**src/rtl/instr_prefetch.sv**
```systemverilog
// instr_prefetch: sequential instruction fetch feeding the ir through a DEPTH-entry prefetch FIFO.
// Define PREFETCH_PERF_EN to add saturating flush_count / starve_count outputs.
module instr_prefetch #(
    parameter int unsigned DEPTH  = 4,
    parameter int unsigned ADDR_W = 16,
    parameter int unsigned DATA_W = 32
) (
    input  logic              clk,
    input  logic              rst,
    input  logic              redirect,
    input  logic [ADDR_W-1:0] redirect_addr,
    input  logic              stall,
    output logic              imem_req,
    output logic [ADDR_W-1:0] imem_addr,
    input  logic              imem_ack,
    input  logic [DATA_W-1:0] imem_rdata,
    output logic              ir_load,
    output logic [DATA_W-1:0] read_data,
    output logic [ADDR_W-1:0] fetch_pc
`ifdef PREFETCH_PERF_EN
    ,
    output logic [15:0]       flush_count,
    output logic [15:0]       starve_count
`endif
);
    localparam int PTR_W = $clog2(DEPTH);
    localparam int CNT_W = PTR_W + 1;
    localparam logic [CNT_W-1:0] FULL = CNT_W'(DEPTH);

    typedef enum logic [1:0] {IDLE, WAIT, DISCARD} state_t;

    state_t            state;
    logic [DATA_W-1:0] data_mem [DEPTH];
    logic [ADDR_W-1:0] pc_mem   [DEPTH];
    logic [PTR_W-1:0]  rd_ptr;
    logic [PTR_W-1:0]  wr_ptr;
    logic [CNT_W-1:0]  count;
    logic [ADDR_W-1:0] fetch_addr;
    logic [DATA_W-1:0] last_data;
    logic [ADDR_W-1:0] last_pc;
    logic              not_empty;
    logic              push;

    assign not_empty = (count != '0);
    assign push      = (state == WAIT) && imem_ack && !redirect;
    assign ir_load   = not_empty && !stall && !redirect;
    assign read_data = not_empty ? data_mem[rd_ptr] : last_data;
    assign fetch_pc  = not_empty ? pc_mem[rd_ptr]   : last_pc;

    // NOTE: FIFO storage is not reset; count gates every read, so stale entries are never visible.
    always_ff @(posedge clk) begin
        if (!rst && push) begin
            data_mem[wr_ptr] <= imem_rdata;
            pc_mem[wr_ptr]   <= imem_addr;
        end
    end

    always_ff @(posedge clk) begin
        if (rst) begin
            state      <= IDLE;
            imem_req   <= 1'b0;
            imem_addr  <= '0;
            fetch_addr <= '0;
            rd_ptr     <= '0;
            wr_ptr     <= '0;
            count      <= '0;
            last_data  <= '0;
            last_pc    <= '0;
        end else begin
            // Remember the head so the outputs hold it once the FIFO drains or is flushed.
            if (not_empty) begin
                last_data <= data_mem[rd_ptr];
                last_pc   <= pc_mem[rd_ptr];
            end

            if (redirect) begin
                rd_ptr     <= '0;
                wr_ptr     <= '0;
                count      <= '0;
                fetch_addr <= redirect_addr;
            end else begin
                if (push) begin
                    wr_ptr     <= wr_ptr + 1'b1;
                    fetch_addr <= fetch_addr + 1'b1;
                end
                if (ir_load) begin
                    rd_ptr <= rd_ptr + 1'b1;
                end
                unique case ({push, ir_load})
                    2'b10:   count <= count + 1'b1;
                    2'b01:   count <= count - 1'b1;
                    default: ;
                endcase
            end

            unique case (state)
                IDLE: begin
                    // Only one request is ever outstanding, so count < DEPTH guarantees room for it.
                    if (count < FULL && !redirect) begin
                        imem_req  <= 1'b1;
                        imem_addr <= fetch_addr;
                        state     <= WAIT;
                    end
                end
                WAIT: begin
                    if (imem_ack) begin
                        imem_req <= 1'b0;
                        state    <= IDLE;
                    end else if (redirect) begin
                        state <= DISCARD;
                    end
                end
                DISCARD: begin
                    if (imem_ack) begin
                        imem_req <= 1'b0;
                        state    <= IDLE;
                    end
                end
                default: begin
                    imem_req <= 1'b0;
                    state    <= IDLE;
                end
            endcase
        end
    end

`ifdef PREFETCH_PERF_EN
    always_ff @(posedge clk) begin
        if (rst) begin
            flush_count  <= '0;
            starve_count <= '0;
        end else begin
            if (redirect && flush_count != 16'hFFFF) begin
                flush_count <= flush_count + 16'd1;
            end
            if (!not_empty && !stall && starve_count != 16'hFFFF) begin
                starve_count <= starve_count + 16'd1;
            end
        end
    end
`endif

endmodule

```
**config.mk**
```make
export PLATFORM = sky130hd
export DESIGN_NAME = instr_prefetch
export DESIGN_NICKNAME = d
export VERILOG_FILES = /design/src/rtl/instr_prefetch.sv
export SDC_FILE = /design/constraint.sdc
export NUM_CORES = 1
export LEC_CHECK = 0
export ABC_CLOCK_PERIOD_IN_PS = 7950
export BUFFER_PORTS_ARGS = -buffer_cell sky130_fd_sc_hd__buf_2
export CAP_MARGIN = 10
export CORE_MARGIN = 1.5
export CORE_UTILIZATION = 41
export CTS_BUF_LIST = sky130_fd_sc_hd__clkbuf_16
export CTS_CLUSTER_DIAMETER = 100
export CTS_CLUSTER_SIZE = 8
export DETAILED_ROUTE_END_ITERATION = 10
export PLACE_DENSITY_LB_ADDON = 0.12
export SETUP_SLACK_MARGIN = 0.15
export SYNTH_ARGS = -nofsm -noshare
export SYNTH_HDL_FRONTEND = slang
export SYNTH_SLANG_ARGS = --single-unit
```
**constraint.sdc**
```tcl
create_clock -name clk -period 7.95 [get_ports clk]
set_clock_uncertainty 0.15 [all_clocks]
set_input_delay 0.3975 -clock clk [delete_from_list [all_inputs] [get_ports clk]]
set_output_delay 0.3975 -clock clk [all_outputs]
set_load 0.005 [all_outputs]
```
==> flow_summary_export.csv <==
group,metric,value,unit
status,status,"finished clean",
timing,tns,0,ps
placed_design,portBuffers,118,
cells_and_area,drive_gt1_share,32.4,%
clock_tree,cts-root-buf,"clkbuf_16",
die,die-area,27400,um2
global_routing,antenna_found_initial,0,
critical_path,rr_worst_depth,9,
pwr,power_density,245,nW/um2
critical_path,cp_max_fo,43,
synthesis,synth_area_leaders,"edfxtp_1, dfxtp_1, mux4_2",
synthesis,synth_top_cell_area_share,53.2,%
placed_design,dp_hpwl,13.2,mm
cells_and_area,diodes,0,
clock_tree,cts_tree,"yes",
critical_path,crit_path_end,"fetch_pc[1]",
global_routing,grt_usage,16.5,%
pwr,p_leak,4.96,nW
critical_path,crit_required,7400,ps
placed_design,place_inst,1081,
synthesis,synthXorXnorAreaFrac,1.05,%
drt,drt-wirelength-per-cell,18.7,um
timing,slew_headroom,32.1,%
drt,ant_nets,0,
placed_design,postPlaceCellArea,11800,um2
cells_and_area,final_nets,888,
die,core-area,26000,um2
timing,setup_viol,0,
cells_and_area,areaGrowthSynthToFinish,22.6,%
placed_design,gp_congestion,0.819,
clock_tree,clk_pin_slew,50,ps
die,io_pins,119,
timing,rsz0062_at_grt,"no",
hold_path,hold_class,"input port to register",
clock_tree,cts_made_buffers,41,
cells_and_area,stdcell_area,13300,um2
synthesis,synthMuxAreaShare,15.3,%
die,die_h,166,um
cells_and_area,stdcell_count,1190,
synthesis,synth_area,10800,um2
clock_tree,insertion_delay,500,ps
synthesis,yosysSeqAreaShare,70.1,%
synthesis,yosysWarningCount,0,
critical_path,end_kind,"primary output",
drt,wl_met1,9.64,mm
timing,finalCritPeriodShare,41.0,%
critical_path,path_class,"register to primary output",
synthesis,synth_compound_area_share,2.85,%
global_routing,grt_pass1_wl,35.1,mm
drt,firstDrtPassIters,4,
die,fp-row-count,59,
timing,worstMarginPinSlew,1020,ps
placed_design,dpl_worst_slack,4980,ps
drt,wirelength,22.3,mm
drt,avgViaCountPerCell,5.09,
die,initial_core_util,41.7,%
synthesis,synth_fa_ha_area_share,1.22,%
synthesis,synth_top_area_cell,"edfxtp_1",
timing,clock.fmax,0.307,GHz
clock_tree,cts_sinks,284,
global_routing,grt_max_degree,57,
critical_path,reg2reg_slack,4970,ps
synthesis,synth_top_family_by_area,"multiplexers",
drt,top_layer,"met4",
timing,slew_viol_final,0,
clock_tree,clockBufferDepth,3,
drt,drc,0,
drt,drtIter0Drc,385,
drt,wl_met3,1.10,mm
critical_path,critPathArrivalTime,2710,ps
critical_path,setup.worst_path.start_class,"register",
critical_path,worstReg2RegStart,"count[2]",
critical_path,reg2reg_to,"count[2]",
synthesis,syn-instance-count,653,
timing,period_needed,3260,ps
drt,wl_met2,11.1,mm
pwr,vdd_drop_max,213,uV
cells_and_area,fin_util,51.2,%
die,die_w,166,um
timing,worst_slack,4690,ps
synthesis,synth_nets,716,
drt,vias,6062,
run,maxCapViolations,0,
global_routing,overflow,0,
synthesis,syn_avg_cell_area,16.6,um2
synthesis,synth-seq-cells,284,
synthesis,yosysUniqueCellTypes,37,
global_routing,grt_pass1_vias,6388,
clock_tree,h-tree-depth,2,
synthesis,synth-simple-area-share,7.51,%
timing,finalHoldViolCount,0,
cells_and_area,n_fill_cell,2189,
-- report_power, final --
group	internal, mW	total (mW)	switching (mW)
clock	0.939	1.52	0.583
combinational	0.0559	0.116	0.0603
sequential	1.60	1.61	0.0176
-- synthesized netlist by cell type --
library cell,count
inv_1,12
nor4_1,5
edfxtp_1,192
o311a_1,4
nor2b_1,1
nand3_1,6
or4b_2,1
a21oi_1,22
nor4b_1,1
o221a_2,2
o21ai_0,3
a2111oi_0,1
o41ai_1,1
or2_2,1
and3_1,6
ha_1,9
mux4_2,48
dfxtp_1,92
and2_1,49
xnor2_1,5
nor2_1,20
fa_1,1
buf_1,1
nand2_1,41
nand4_1,6
mux2_2,49
buf_6,3
or3_1,1
clkbuf_1,17
xor2_1,8
and4_1,3
buf_2,12
o31a_1,5
nor3_1,7
a211oi_1,8
mux2i_1,3
nand2b_1,7
-- flip-flops by register name (all words and copies together) (netlist names), named ones only --
name and count:
data_mem 128, pc_mem 64, last_data 32, fetch_addr 16
imem_addr 16, last_pc 16, count 3, rd_ptr 2
state 2, wr_ptr 2, imem_req 1
-- repair_timing --
| item | in CTS | in global routing |
|---|---|---|
| setup buffers | 0 | 0 |
| endpoints found under the hold margin | 132 | 0 |
| hold buffers | 36 | 0 |
| resized for setup | 0 | 0 |
-- worst min-delay path by stage --
stage / start / to / slack [ps] / cells past startpoint
global placement: state[1] / state[1] / 330 / 2
finish: redirect_addr[0] / fetch_addr[0] / 30 / 3
detailed placement: fetch_addr[6] / imem_addr[6] / 340 / 2
CTS: redirect_addr[8] / fetch_addr[8] / 4 / 3
floorplan: fetch_addr[15] / imem_addr[15] / 300 / 2
global route: redirect_addr[0] / fetch_addr[0] / 4 / 3
-- critical path, cell delays in order (launching register included) --
cell	delay (ps)
dfxtp_4	400
buf_4	710
mux4_2	630
mux2_2	290
buf_2	130
-- kinds of logic after synthesis --
group | Yosys count
AO/OA/AOI/OAI | 46
multiplexers | 100
AND/OR/NAND/NOR | 155
flip-flops | 284
adder cells (fa/ha/maj) | 10
XOR/XNOR | 13
buffers and inverters | 45
-- metrics by stage --
step | total power, mW | hold WS, ps
final | 3.25 | 27.0
after global routing | 3.37 | 4.36
after CTS | 3.30 | 3.75
after detailed placement | 1.75 | 342
after global placement | 1.74 | 332
after floorplan | 1.69 | 295
-- placed cells by master, fill, tap and decap left out, types with 6 or more instances in the layout --
cell           count
edfxtp_1         192
nand2_1           41
a21oi_1           22
nand2b_1           7
mux2_2            49
dlygate4sd3_1     36
buf_2            118
inv_1             42
a211oi_1           8
ha_1               9
clkbuf_16         42
nand3_1            6
dfxtp_1           90
mux4_2            48
and2_1            49
nor3_1             6
buf_4              8
xor2_1             8
nor2_1            20
nand4_1            6
-- metal layers --
| metal | track usage [%] | vias up |
|---|---|---|
| li1 | - | 2836 |
| met1 | 20.6 | 3046 |
| met2 | 28.3 | 134 |
| met3 | 4.01 | 46 |
| met4 | 5.37 | 0 |
| met5 | 0 | - |
-- layout make-up --
| cell class | count | area, um2 | area share [%] |
|---|---|---|---|
| Clock buffer | 42 | 1050 | 7.90 |
| Multi-Input combinational cell | 324 | 3040 | 22.9 |
| Tap cell | 335 | 419 | 3.15 |
| Sequential cell | 284 | 7610 | 57.2 |
| Clock inverter | 31 | 116 | 0.875 |
| Timing Repair Buffer | 162 | 1010 | 7.60 |
| Inverter | 12 | 45.0 | 0.339 |
No activity file was read; power rests on OpenSTA's default activity.
